[src/rtl/apb_pkg.sv]
// Shared types and constants for the APB master bridge: FSM states, default widths,
// and the word-alignment check applied to incoming command addresses.
package apb_pkg;

    localparam int unsigned APB_ADDR_W = 32;
    localparam int unsigned APB_DATA_W = 32;
    localparam logic [1:0]  ALIGN_MASK = 2'b11;

    typedef enum logic [1:0] {
        IDLE   = 2'd0,
        SETUP  = 2'd1,
        ACCESS = 2'd2
    } apb_state_e;

    function automatic logic is_misaligned(input logic [1:0] addr_lsb);
        return |(addr_lsb & ALIGN_MASK);
    endfunction

endpackage

[src/rtl/apb_master_bridge_if.sv]
// Command/response port plus APB3 requester signals for apb_master_bridge.
// The master modport is the bridge; the slave modport is the controller/APB side.
interface apb_master_bridge_if
    import apb_pkg::*;
#(
    parameter int unsigned ADDR_W = APB_ADDR_W,
    parameter int unsigned DATA_W = APB_DATA_W
) ();

    logic              cmd_valid;
    logic              cmd_ready;
    logic              cmd_write;
    logic [ADDR_W-1:0] cmd_addr;
    logic [DATA_W-1:0] cmd_wdata;
    logic              rsp_valid;
    logic [DATA_W-1:0] rsp_rdata;
    logic              rsp_error;
    logic              PSEL;
    logic              PENABLE;
    logic              PWRITE;
    logic [ADDR_W-1:0] PADDR;
    logic [DATA_W-1:0] PWDATA;
    logic [DATA_W-1:0] PRDATA;
    logic              PREADY;
    logic              PSLVERR;

    modport master (
        input  cmd_valid, cmd_write, cmd_addr, cmd_wdata, PRDATA, PREADY, PSLVERR,
        output cmd_ready, rsp_valid, rsp_rdata, rsp_error, PSEL, PENABLE, PWRITE, PADDR, PWDATA
    );

    modport slave (
        output cmd_valid, cmd_write, cmd_addr, cmd_wdata, PRDATA, PREADY, PSLVERR,
        input  cmd_ready, rsp_valid, rsp_rdata, rsp_error, PSEL, PENABLE, PWRITE, PADDR, PWDATA
    );

endinterface

[src/rtl/apb_access_timer.sv]
// Counts ACCESS cycles spent waiting for PREADY; flags the cycle in which the
// count reaches TIMEOUT_CYCLES. Built only with APB_TIMEOUT_EN.
module apb_access_timer #(
    parameter int unsigned TIMEOUT_CYCLES = 16
) (
    input  logic clk,
    input  logic rst,
    input  logic clear,
    input  logic tick,
    output logic expired_c
);

    localparam int unsigned CNT_W = $clog2(TIMEOUT_CYCLES + 1);

    logic [CNT_W-1:0] count;

    always_ff @(posedge clk or posedge rst) begin
        if (rst) begin
            count <= CNT_W'(0);
        end else if (clear) begin
            count <= CNT_W'(0);
        end else if (tick) begin
            count <= count + CNT_W'(1);
        end
    end

    // Expiry is the waiting cycle whose increment would land on TIMEOUT_CYCLES.
    assign expired_c = tick && (count == CNT_W'(TIMEOUT_CYCLES - 1));

endmodule

[src/rtl/apb_master_bridge.sv]
// APB3 requester: valid/ready commands in, SETUP/ACCESS transfers out, one-cycle response pulse.
// Optional feature macro APB_TIMEOUT_EN bounds the PREADY wait to TIMEOUT_CYCLES ACCESS cycles.
module apb_master_bridge
    import apb_pkg::*;
#(
    parameter int unsigned ADDR_W = APB_ADDR_W,
    parameter int unsigned DATA_W = APB_DATA_W
`ifdef APB_TIMEOUT_EN
    ,
    parameter int unsigned TIMEOUT_CYCLES = 16
`endif
) (
    input  logic                PCLK,
    input  logic                PRESET,
    apb_master_bridge_if.master bus
);

    apb_state_e state;
    logic       misaligned_c;
    logic       timeout_c;

    assign misaligned_c  = is_misaligned(bus.cmd_addr[1:0]);
    assign bus.cmd_ready = (state == IDLE);

`ifdef APB_TIMEOUT_EN
    logic timer_clear_c;
    logic timer_tick_c;

    assign timer_clear_c = (state == SETUP);
    assign timer_tick_c  = (state == ACCESS) && !bus.PREADY;

    apb_access_timer #(
        .TIMEOUT_CYCLES (TIMEOUT_CYCLES)
    ) u_access_timer (
        .clk       (PCLK),
        .rst       (PRESET),
        .clear     (timer_clear_c),
        .tick      (timer_tick_c),
        .expired_c (timeout_c)
    );
`else
    assign timeout_c = 1'b0;
`endif

    // Transfer sequencer; every bus and response output is registered here.
    always_ff @(posedge PCLK or posedge PRESET) begin
        if (PRESET) begin
            state         <= IDLE;
            bus.PSEL      <= 1'b0;
            bus.PENABLE   <= 1'b0;
            bus.PWRITE    <= 1'b0;
            bus.PADDR     <= ADDR_W'(0);
            bus.PWDATA    <= DATA_W'(0);
            bus.rsp_valid <= 1'b0;
            bus.rsp_rdata <= DATA_W'(0);
            bus.rsp_error <= 1'b0;
        end else begin
            bus.rsp_valid <= 1'b0;
            case (state)
                IDLE: begin
                    if (bus.cmd_valid) begin
                        if (misaligned_c) begin
                            // Rejected without touching the bus.
                            bus.rsp_valid <= 1'b1;
                            bus.rsp_error <= 1'b1;
                            bus.rsp_rdata <= DATA_W'(0);
                        end else begin
                            bus.PWRITE <= bus.cmd_write;
                            bus.PADDR  <= bus.cmd_addr;
                            bus.PWDATA <= bus.cmd_wdata;
                            bus.PSEL   <= 1'b1;
                            state      <= SETUP;
                        end
                    end
                end
                SETUP: begin
                    bus.PENABLE <= 1'b1;
                    state       <= ACCESS;
                end
                ACCESS: begin
                    if (bus.PREADY) begin
                        bus.PSEL      <= 1'b0;
                        bus.PENABLE   <= 1'b0;
                        bus.rsp_valid <= 1'b1;
                        bus.rsp_error <= bus.PSLVERR;
                        if (bus.PWRITE || bus.PSLVERR) begin
                            bus.rsp_rdata <= DATA_W'(0);
                        end else begin
                            bus.rsp_rdata <= bus.PRDATA;
                        end
                        state <= IDLE;
                    end else if (timeout_c) begin
                        bus.PSEL      <= 1'b0;
                        bus.PENABLE   <= 1'b0;
                        bus.rsp_valid <= 1'b1;
                        bus.rsp_error <= 1'b1;
                        bus.rsp_rdata <= DATA_W'(0);
                        state         <= IDLE;
                    end
                end
                default: begin
                    bus.PSEL    <= 1'b0;
                    bus.PENABLE <= 1'b0;
                    state       <= IDLE;
                end
            endcase
        end
    end

endmodule

[src/flat_wrapper.sv]
// flat-port wrapper written by rule: the top's interface ports become plain ports
module apb_master_bridge_flat import apb_pkg::*;
#(
    parameter int unsigned ADDR_W = APB_ADDR_W,
    parameter int unsigned DATA_W = APB_DATA_W

)
  (PCLK, PRESET, bus_cmd_valid, bus_cmd_write, bus_cmd_addr, bus_cmd_wdata, bus_PRDATA, bus_PREADY, bus_PSLVERR, bus_cmd_ready, bus_rsp_valid, bus_rsp_rdata, bus_rsp_error, bus_PSEL, bus_PENABLE, bus_PWRITE, bus_PADDR, bus_PWDATA);
  apb_master_bridge_if #(.ADDR_W(ADDR_W), .DATA_W(DATA_W)) bus_i ();
  input  logic PCLK;
  input  logic PRESET;
  input wire logic [$bits(bus_i.cmd_valid)-1:0] bus_cmd_valid;
  input wire logic [$bits(bus_i.cmd_write)-1:0] bus_cmd_write;
  input wire logic [$bits(bus_i.cmd_addr)-1:0] bus_cmd_addr;
  input wire logic [$bits(bus_i.cmd_wdata)-1:0] bus_cmd_wdata;
  input wire logic [$bits(bus_i.PRDATA)-1:0] bus_PRDATA;
  input wire logic [$bits(bus_i.PREADY)-1:0] bus_PREADY;
  input wire logic [$bits(bus_i.PSLVERR)-1:0] bus_PSLVERR;
  output wire logic [$bits(bus_i.cmd_ready)-1:0] bus_cmd_ready;
  output wire logic [$bits(bus_i.rsp_valid)-1:0] bus_rsp_valid;
  output wire logic [$bits(bus_i.rsp_rdata)-1:0] bus_rsp_rdata;
  output wire logic [$bits(bus_i.rsp_error)-1:0] bus_rsp_error;
  output wire logic [$bits(bus_i.PSEL)-1:0] bus_PSEL;
  output wire logic [$bits(bus_i.PENABLE)-1:0] bus_PENABLE;
  output wire logic [$bits(bus_i.PWRITE)-1:0] bus_PWRITE;
  output wire logic [$bits(bus_i.PADDR)-1:0] bus_PADDR;
  output wire logic [$bits(bus_i.PWDATA)-1:0] bus_PWDATA;
  assign bus_i.cmd_valid = bus_cmd_valid;
  assign bus_i.cmd_write = bus_cmd_write;
  assign bus_i.cmd_addr = bus_cmd_addr;
  assign bus_i.cmd_wdata = bus_cmd_wdata;
  assign bus_i.PRDATA = bus_PRDATA;
  assign bus_i.PREADY = bus_PREADY;
  assign bus_i.PSLVERR = bus_PSLVERR;
  assign bus_cmd_ready = bus_i.cmd_ready;
  assign bus_rsp_valid = bus_i.rsp_valid;
  assign bus_rsp_rdata = bus_i.rsp_rdata;
  assign bus_rsp_error = bus_i.rsp_error;
  assign bus_PSEL = bus_i.PSEL;
  assign bus_PENABLE = bus_i.PENABLE;
  assign bus_PWRITE = bus_i.PWRITE;
  assign bus_PADDR = bus_i.PADDR;
  assign bus_PWDATA = bus_i.PWDATA;
  apb_master_bridge #(.ADDR_W(ADDR_W), .DATA_W(DATA_W)) u_core (.PCLK(PCLK), .PRESET(PRESET), .bus(bus_i));
endmodule
[config.mk]
export PLATFORM = sky130hd
export DESIGN_NAME = apb_master_bridge_flat
export DESIGN_NICKNAME = d
export VERILOG_FILES = /design/src/rtl/apb_pkg.sv /design/src/rtl/apb_master_bridge_if.sv /design/src/rtl/apb_access_timer.sv /design/src/rtl/apb_master_bridge.sv /design/src/flat_wrapper.sv
export SDC_FILE = /design/constraint.sdc
export NUM_CORES = 1
export LEC_CHECK = 0
export CORE_UTILIZATION = 36
export CTS_CLUSTER_DIAMETER = 40
export DETAILED_ROUTE_END_ITERATION = 10
export GPL_TIMING_DRIVEN = 0
export PLACE_DENSITY = 0.76
export SYNTH_ARGS = -nofsm -noshare
export SYNTH_HDL_FRONTEND = slang
export SYNTH_SLANG_ARGS = --single-unit
[constraint.sdc]
create_clock -name PCLK -period 3.5 [get_ports PCLK]
set_input_delay 0.7 -clock PCLK [delete_from_list [all_inputs] [get_ports PCLK]]
set_output_delay 0.7 -clock PCLK [all_outputs]
set_load 0.05 [all_outputs]
== After elaboration in Yosys (flattened, before gate mapping) ==
Index checks and enable logic that the tools add are counted.
Operators by class
  equality and inequality tests: 6
  multiplexer cells: 22
  bitwise gates (word level): 3
  reduce and logical (&&, ||, !) cells: 9
Operator list (count)
  32-bit 2-to-1 mux: 4
  32-bit case mux with 2 select lines: 1
  1-bit 2-to-1 mux: 9
  4-bit AND reduction: 2
  2-bit 2-to-1 mux: 3
  2-bit != test, second input constant: 3
  1-bit case mux with 3 select lines: 2
  2-bit case mux with 3 select lines: 1
  3-bit AND reduction: 2
  1-bit case mux with 2 select lines: 2
  1-bit inverter: 3
  2-bit by 1-bit equality test with 1-bit output, second input constant: 1
  2-bit equality test, second input constant: 1
  2-bit logical NOT: 1
  2-bit by 1-bit != test with 1-bit output, second input constant: 1
  2-bit AND reduction: 1
  2-bit nonzero test: 1
  2-bit OR reduction: 1
  1-bit logical OR: 1
Storage, ports and cells
  register bits: 103
  output and inout bits: 102

== Logic depth before layout (Yosys ltp) ==
Gate-level depths: netlist of the first run.
  word-level depth: 4
  mapped depth: 6
  mapped depth without buffers: 3

== Least setup slack after synthesis of the first run ==
No wires, ideal clock.
  kind: flip-flop to flip-flop
  start point: reg u_core.state[0]
  end point: reg u_core.bus.rsp_rdata[22]
  data arrival time: 1.930 ns
  path slack: 1.432 ns
  cell stages (with the launch flop): 7
  path buffers: 3
  clock period less this slack: 2.068 ns
  cell sequence: dfrtp_1 -> buf_4 -> nor2_1 -> and3_1 -> clkbuf_1 -> buf_2 -> o22ai_1
On the way
  cells in the longest elaborated chain, start to end: 3
  elaborated cells between the ends (all ways): 8
  those cells by class: eq/ne (4); mux (1); reduce/logical (3)
RTL lines
  from (decl): line apb_master_bridge.sv:18  | apb_state_e state;
  from (signal assigned): line apb_master_bridge.sv:48  | state <= IDLE;
  from (signal assigned): line apb_master_bridge.sv:72  | state <= SETUP;
  from (signal assigned): line apb_master_bridge.sv:78  | state <= ACCESS;
  2-bit logical NOT (*)
  net bus_cmd_ready: line flat_wrapper.sv:19  | output wire logic [$bits(bus_i.cmd_ready)-1:0] bus_cmd_ready;
  2-bit by 1-bit != test with 1-bit output (no line) (tied with other cells)
  4-bit AND reduction (no line)
  to (signal assigned): line apb_master_bridge.sv:89  | bus.rsp_rdata <= bus.PRDATA;
  to (decl): line apb_master_bridge_if.sv:29  | output cmd_ready, rsp_valid, rsp_rdata, rsp_error, PSEL, PENABLE, PWRITE, PADDR, PWDATA
The timed path passes the listed nets; every way through them passes the cells marked *.
A chain may end at the register's enable or synchronous reset.

== Worst setup path in the final report of the first run ==
  start point: reg u_core.state[0]
  end point: out bus_cmd_ready
On the way
  cells in the longest elaborated chain, start to end: 1
RTL lines
  2-bit logical NOT: line apb_master_bridge.sv:23  | assign bus.cmd_ready = (state == IDLE);
  to (decl): line flat_wrapper.sv:19
No other way between the ends.

==> results of run 1 <==
## area by class of cell
type | count | area [um^2] | area share (%)
tap | 140 | 175 | 2.65
sequential | 103 | 2580 | 39.0
timing repair buffer | 204 | 2060 | 31.2
clock inverter | 5 | 56.3 | 0.853
buffer | 22 | 151 | 2.29
clock buffer | 11 | 243 | 3.68
inverter | 3 | 13.8 | 0.208
multi-input combinational | 180 | 1330 | 20.1
## sequential cells by signal, indices dropped and copies added (netlist names)
| register | count |
|---|---|
| u_core.bus.rsp_rdata | 32 |
| u_core.bus.rsp_valid | 1 |
| u_core.bus.PWDATA | 32 |
| u_core.bus.PWRITE | 1 |
| u_core.bus.PADDR | 32 |
| u_core.bus.PENABLE | 1 |
| u_core.bus.PSEL | 1 |
| u_core.state | 2 |
| u_core.bus.rsp_error | 1 |
## power groups by stage
stage | Combinational [W] | Clock (W) | Sequential, W
floorplan | 0.000259 | 0 | 0.00226
global placement | 0.00161 | 0 | 0.00151
finish | 0.00162 | 0.000998 | 0.00150
CTS | 0.00163 | 0.00102 | 0.00151
global route | 0.00169 | 0.00108 | 0.00153
detailed placement | 0.00163 | 0 | 0.00153
## Yosys cell counts (2+ instances only)
cell / n / area [um^2]
nor2b_1: 2 / 12.5
mux2_1: 37 / 417
mux2_2: 26 / 293
inv_1: 3 / 11.3
dfrtp_1: 103 / 2580
o22ai_1: 33 / 206
buf_2: 7 / 35.0
buf_4: 3 / 22.5
nor2_1: 4 / 15.0
clkbuf_1: 7 / 26.3
buf_8: 3 / 45.0
nand2_1: 64 / 240
buf_6: 2 / 22.5
## worst max-delay path by stage
stage               slack (ns)                              endpoint                        start
finish                    0.87                         bus_cmd_ready  u_core.state[0]$_DFFE_PP0P_
CTS                       0.84                         bus_cmd_ready  u_core.state[0]$_DFFE_PP0P_
global placement         -1.32  u_core.bus.rsp_rdata[20]$_DFFE_PP0P_                       PRESET
global route              0.76                         bus_cmd_ready  u_core.state[0]$_DFFE_PP0P_
detailed placement        0.90      u_core.bus.PADDR[17]$_DFFE_PP0P_              bus_cmd_addr[0]
floorplan                  0.1       u_core.bus.PADDR[0]$_DFFE_PP0P_                       PRESET
## placed cells by master, fill, tap and decap left out, drive strengths merged, types with 2 or more instances in the layout
cell type	instances
buf	16
clkbuf	18
clkdlybuf4s50	203
clkinv	2
dfrtp	103
inv	4
mux2	63
nand2	64
nor2	4
nor2b	3
o22ai	33
## through the flow
stage	area, um^2	TNS, ns	hold WS (ns)	cells	utilization, %
floorplan	4070	0	0.621	308	-
global placement	6270	-135.62	0.466	651	57.4
detailed placement	6300	0	0.474	652	57.6
CTS	6600	0	0.490	668	60.4
global route	6600	0	0.509	668	60.4
finish	6600	0	0.483	668	60.4
## cell families (layout without fill, tap and decap cells)
group	Yosys count	in the layout	synth area share, %
compound gates	39	39	6.28
buf+inv	25	245	4.00
flops	103	103	63.4
mux	64	64	17.7
simple gates	77	77	8.62
## worst register-to-register path: stages, from the launching register on
cell     delay [ns]
dfrtp_1        0.36
buf_2          0.19
nor2b_4        0.15
nor3b_4        0.27
buf_6          0.22
buf_6          0.17
mux2_1         0.34
## metal layers
| metal | vias up | global-route usage, % |
|---|---|---|
| met3 | 19 | 5.91 |
| li1 | 1491 | - |
| met1 | 1505 | 21.2 |
| met2 | 148 | 29.3 |
| met4 | 0 | 7.82 |
| met5 | - | 0 |
==> summary.txt, run 1 <==
Worst hold path
  – Worst Hold Launch: u_core.bus.PADDR[24]$_DFFE_PP0P_
  – HP Class: flip-flop to flip-flop
  – Hold Path Sink: u_core.bus.PADDR[24]$_DFFE_PP0P_
  – Hold Path Stages: 1

Final layout
  – # diodes: 0
  – Net count, final: 625
  – Synth-to-layout area growth: 62.4%
  – Layout cell share with drive strength beyond 1: 11.7%
  – Number of fill cells: 902

Synthesis
  – Prevailing post-synth register cell: dfrtp_1
  – Synth Instances: 308
  – Sequential fraction of the synthesis area: 63.4%
  – Register bit total from synthesis: 103
  – Mapped Area: 4070 um^2
  – Syn. warnings: 0
  – Post-synth net total: 410
  – Syn avg cell area: 13.2 um^2
  – Asr flop ratio synth: 100%
  – Distinct cells, synth: 27
  – Number of flops mapped to enable cells by yosys: 0

Floorplanning
  – Core Rows: 38
  – Core Region: 10,900 um^2
  – Die W: 108 um
  – Initial Utilization: 37.2%
  – Die area: 11,700 um^2
  – Ports: 204
  – DIE HEIGHT: 108 um

Power and ir drop
  – Sw Ratio: 37.4%
  – Sequential Power Share: 36.5%
  – Pint: 0.00258 W
  – Clk pwr share: 24.2%
  – Overall power: 0.00412 W
  – Sw Pwr: 0.00154 W
  – P_leak: 2.72 nW
  – Power Dens Cells: 624 nW/um^2
  – Gate power share: 39.3%
  – Max IR drop VDD: 0.000336 V

Clock tree
  – Number of gates resized after CTS: 0
  – CTS Hold Bufs: 0
  – Total CTS buffers: 9
  – H-tree levels: 3
  – Clock transition at path regs: 0.07 ns
  – CTS tree: built
  – Clock Path Buffers: 2
  – Clk_lat worst skew: 0.33 ns
  – CTS sink cnt: 103
  – Root Driver: clkbuf_16
  – # Post-CTS Setup Buffers: 0

Worst setup path
  – Crit path buf inv count: 2
  – CP Cell Sequence: buf_4 > nor2_1 > clkdlybuf4s50_1
  – Critical setup path kind: flip-flop to output port
  – Worst reg2reg startpoint: u_core.state[1]$_DFFE_PP0P_
  – R2R Setup Slk: 1.68 ns
  – Worst setup EP type: output port
  – Slowest stage delay, CP: 0.84 ns
  – Worst R2R End: u_core.bus.PADDR[17]$_DFFE_PP0P_
  – WP data arrival: 1.93 ns
  – Slowest stage cell, crit path: clkdlybuf4s50_1
  – Max FO, Critical Path: 10
  – Crit path max-delay family: buffers and inverters
  – Critical path data required time: 2.80 ns
  – Crit start category: flip-flop
  – Stages on the worst setup path: 3
  – Path depth of the worst reg2reg path: 6

STA
  – Fin crit period: 2.63 ns
  – Max-slew violations: 0
  – Final hold viol count: 0
  – Final setup fails: 0
  – Worst Tran Pin Value: 0.601 ns
  – RSZ-0062 raised after global routing: no
  – Rel. slew slack: 59.9%
  – Setup ws final: 0.874 ns
  – Setup Skew: 0.00708 ns
  – Fmax: 381 MHz
  – Fin crit share: 75.0%

Drt
  – Routed wl met2: 4610 um
  – Met3 wire length: 1040 um
  – Metal1 wirelength: 4220 um
  – DR iter-0 viols: 94
  – DRT antenna net count: 0
  – DRC viols: 0
  – Via count: 3,163
  – Final wirelength: 10,100 um
  – Initial DRT Pass Iterations: 5
  – Routed length per instance: 15.1 um
  – Top routing layer in use: met4
  – Routed vias/inst: 4.74

Placement
  – Port Buf Inserts: 203
  – Pre-CTS setup slack: 0.896 ns
  – GP Congestion: 0.731
  – Dpl hpwl: 7530 um

Flow run
  – Max cap viols: 0

GRT
  – Aggregate global routing overflow: 0
  – Largest net degree at the start of global routing: 59
  – Initial antenna violation count: 0
  – First-pass GRT wire length: 16,100 um
  – Vias in the first global route: 3,305
  – GRT Total Usage: 17.8%

Outcome
  – Outcome: finished, final reports clean
Note: power is estimated with default switching activity, not from simulation.
==> run 2, diff against run 1 <==
- clock period: 3.5 -> 2.24 ns (I/O delays scaled with it)
==> summary.txt, run 2 (synthesized netlist as in run 1, its figures left out) <==
GRT
  – First-pass GRT wire length: 16,000 um (-1.0%)
  – GRT Total Usage: 17.8% (+0.025 points)
  – Initial antenna violation count: 0 (unchanged)
  – Aggregate global routing overflow: 0 (unchanged)
  – Largest net degree at the start of global routing: 39 (-34%)
  – Vias in the first global route: 3,207 (-3.0%)

STA
  – Worst Tran Pin Value: 0.767 ns (+0.165 ns)
  – Setup Skew: 0.00587 ns (-0.00120 ns)
  – Fin crit period: 2.08 ns
  – Max-slew violations: 0 (unchanged)
  – RSZ-0062 raised after global routing: no
  – Hold slack: 0.485 ns (+0.00174 ns)
  – Fin crit share: 92.8%
  – Rel. slew slack: 48.8% (-11 points)
  – Final setup fails: 0 (unchanged)
  – Final hold viol count: 0 (unchanged)
  – Fmax: 481 MHz

Final layout
  – Commonest non-fill, non-tap cells in the layout: 202 x clkdlybuf4s50_1, 103 x dfrtp_1, 64 x nand2_1
  – Synth-to-layout area growth: 62.0%
  – Final Util: 60.2% (-0.13 points)
  – Finished Cell Area: 6590 um^2 (-0.21%)
  – Net count, final: 626 (+0.16%)
  – # diodes: 0 (unchanged)
  – Non-filler cells, final: 669 (+0.15%)
  – Largest regs: u_core.bus.PADDR: 32 flops, u_core.bus.PWDATA: 32 flops, u_core.bus.rsp_rdata: 32 flops
  – Layout cell share with drive strength beyond 1: 12.1% (+0.36 points)
  – Commonest non-fill, non-tap cell in the layout: clkdlybuf4s50_1

Clock tree
  – CTS Hold Bufs: 0 (unchanged)
  – # Post-CTS Setup Buffers: 0 (unchanged)
  – Clock Path Buffers: 2 (unchanged)
  – CTS sink cnt: 103 (unchanged)
  – Clock transition at path regs: 0.07 ns (about the same)
  – Total CTS buffers: 9 (unchanged)
  – CTS tree: built
  – Number of gates resized after CTS: 1 (+1)
  – H-tree levels: 3 (unchanged)
  – Root Driver: clkbuf_16
  – Clk_lat worst skew: 0.34 ns (about the same)

Power and ir drop
  – Power Dens Cells: 960 nW/um^2 (+54%)
  – Gate power share: 40.1% (+0.8 points)
  – Sequential Power Share: 37.1% (+0.6 points)
  – Sw Pwr: 0.00244 W (+58%)
  – Overall power: 0.00632 W (+54%)
  – Sw Ratio: 38.6% (+1.1 points)
  – Clk pwr share: 22.8% (-1.4 points)
  – Pint: 0.00388 W (+51%)
  – Max IR drop VDD: 0.000499 V (+48%)
  – P_leak: 2.71 nW (-0.47%)

Outcome
  – Outcome: finished, final reports clean

Drt
  – DRT antenna net count: 0 (unchanged)
  – Via count: 3,191 (+0.89%)
  – DRC viols: 0 (unchanged)
  – Initial DRT Pass Iterations: 4 (-1)
  – DR iter-0 viols: 93 (-1.1%)
  – Routed length per instance: 15.2 um (+0.81%)
  – Routed vias/inst: 4.77 (+0.73%)
  – Final wirelength: 10,200 um (+0.96%)

Worst setup path
  – Crit start category: flip-flop
  – WP data arrival: 1.63 ns (-0.30 ns)
  – Critical path data required time: 1.79 ns (-1.01 ns)
  – Max FO, Critical Path: 10 (unchanged)
  – R2R Setup Slk: 0.46 ns (-1.22 ns)
  – Critical setup path kind: flip-flop to output port
  – Worst setup EP type: output port

Floorplanning
  – Initial Utilization: 37.2% (unchanged)
  – Core Region: 10,900 um^2 (unchanged)
  – Die area: 11,700 um^2 (unchanged)
  – Ports: 204 (unchanged)
  – Core Rows: 38 (unchanged)
  – DIE HEIGHT: 108 um (unchanged)
  – Die W: 108 um (unchanged)

Flow run
  – Max cap viols: 0 (unchanged)

Placement
  – GP Congestion: 0.751 (+2.6%)
  – Cell total after placement: 653 (+0.15%)
  – Port Buf Inserts: 203 (unchanged)
  – Placed Area: 6320 um^2 (+0.22%)
  – Dpl hpwl: 7880 um (+4.6%)

Worst hold path
  – HP Class: flip-flop to flip-flop
## run 2: changes by cell type in the layout (fill, tap and decap cells not counted), sizes merged
cell / before / now
bufinv: 1 / 0
clkinv: 2 / 3
clkinvlp: 1 / 3
buf: 16 / 17
clkdlybuf4s50: 203 / 202
dlygate4sd2: 0 / 1
clkbuf: 18 / 16
## run 2: power by group through the flow
stage                     registers [W]  clock network [W]  logic [W]
after floorplan                 0.00353                  0   0.000405
after global placement          0.00236                  0    0.00252
after detailed placement        0.00239                  0    0.00255
after CTS                       0.00235            0.00148    0.00256
after global routing            0.00239            0.00155    0.00264
final                           0.00235            0.00144    0.00253
## run 2: path summary, 6_finish.rpt
path,from,to,depth (start not counted)
max,u_core.state[0]$_DFFE_PP0P_,bus_cmd_ready,3
min,u_core.bus.PWDATA[24]$_DFFE_PP0P_,u_core.bus.PWDATA[24]$_DFFE_PP0P_,1
max reg2reg,u_core.state[1]$_DFFE_PP0P_,u_core.bus.PWDATA[19]$_DFFE_PP0P_,6
min reg2reg,u_core.bus.PWDATA[24]$_DFFE_PP0P_,u_core.bus.PWDATA[24]$_DFFE_PP0P_,1
max in group asynchronous,PRESET,u_core.bus.rsp_rdata[23]$_DFFE_PP0P_,3
min in group asynchronous,PRESET,u_core.bus.PWDATA[21]$_DFFE_PP0P_,2
## run 2: final cells by class
type	instances	area (um^2)
fillers	903	4350
flip-flops and latches	103	2580
repair buffers	205	2070
multi-input cells	180	1330
clock buffers	9	225
well taps	140	175
plain buffers	22	151
clock inverters	7	47.5
inverters	3	15.0
## run 2: worst max-delay path, stage by stage (launching register included)
cell and delay, ns:
dfrtp_1 0.41, buf_4 0.19, nor2_1 0.13, dlygate4sd2_1 0.57
## run 2: per-layer routing
metal  part of all wire, %  up-vias  GRT usage [%]  routed length (um)
li1                      -     1499              -                   -
met1                    41     1519           21.5                4200
met2                    47      152           29.4                4780
met3                   9.4       21           5.18                 960
met4                   2.6        0           8.20                 261
met5                     0        -              0                   0
## run 2: metrics by stage
step	TNS (ns)	setup WS (ns)
2_1_floorplan	0	0.172
3_3_place_gp	-44.79	-0.438
3_5_place_dp	-0.476	-0.0499
4_1_cts	0	0.136
5_1_grt	0	0.0271
6_report	0	0.160
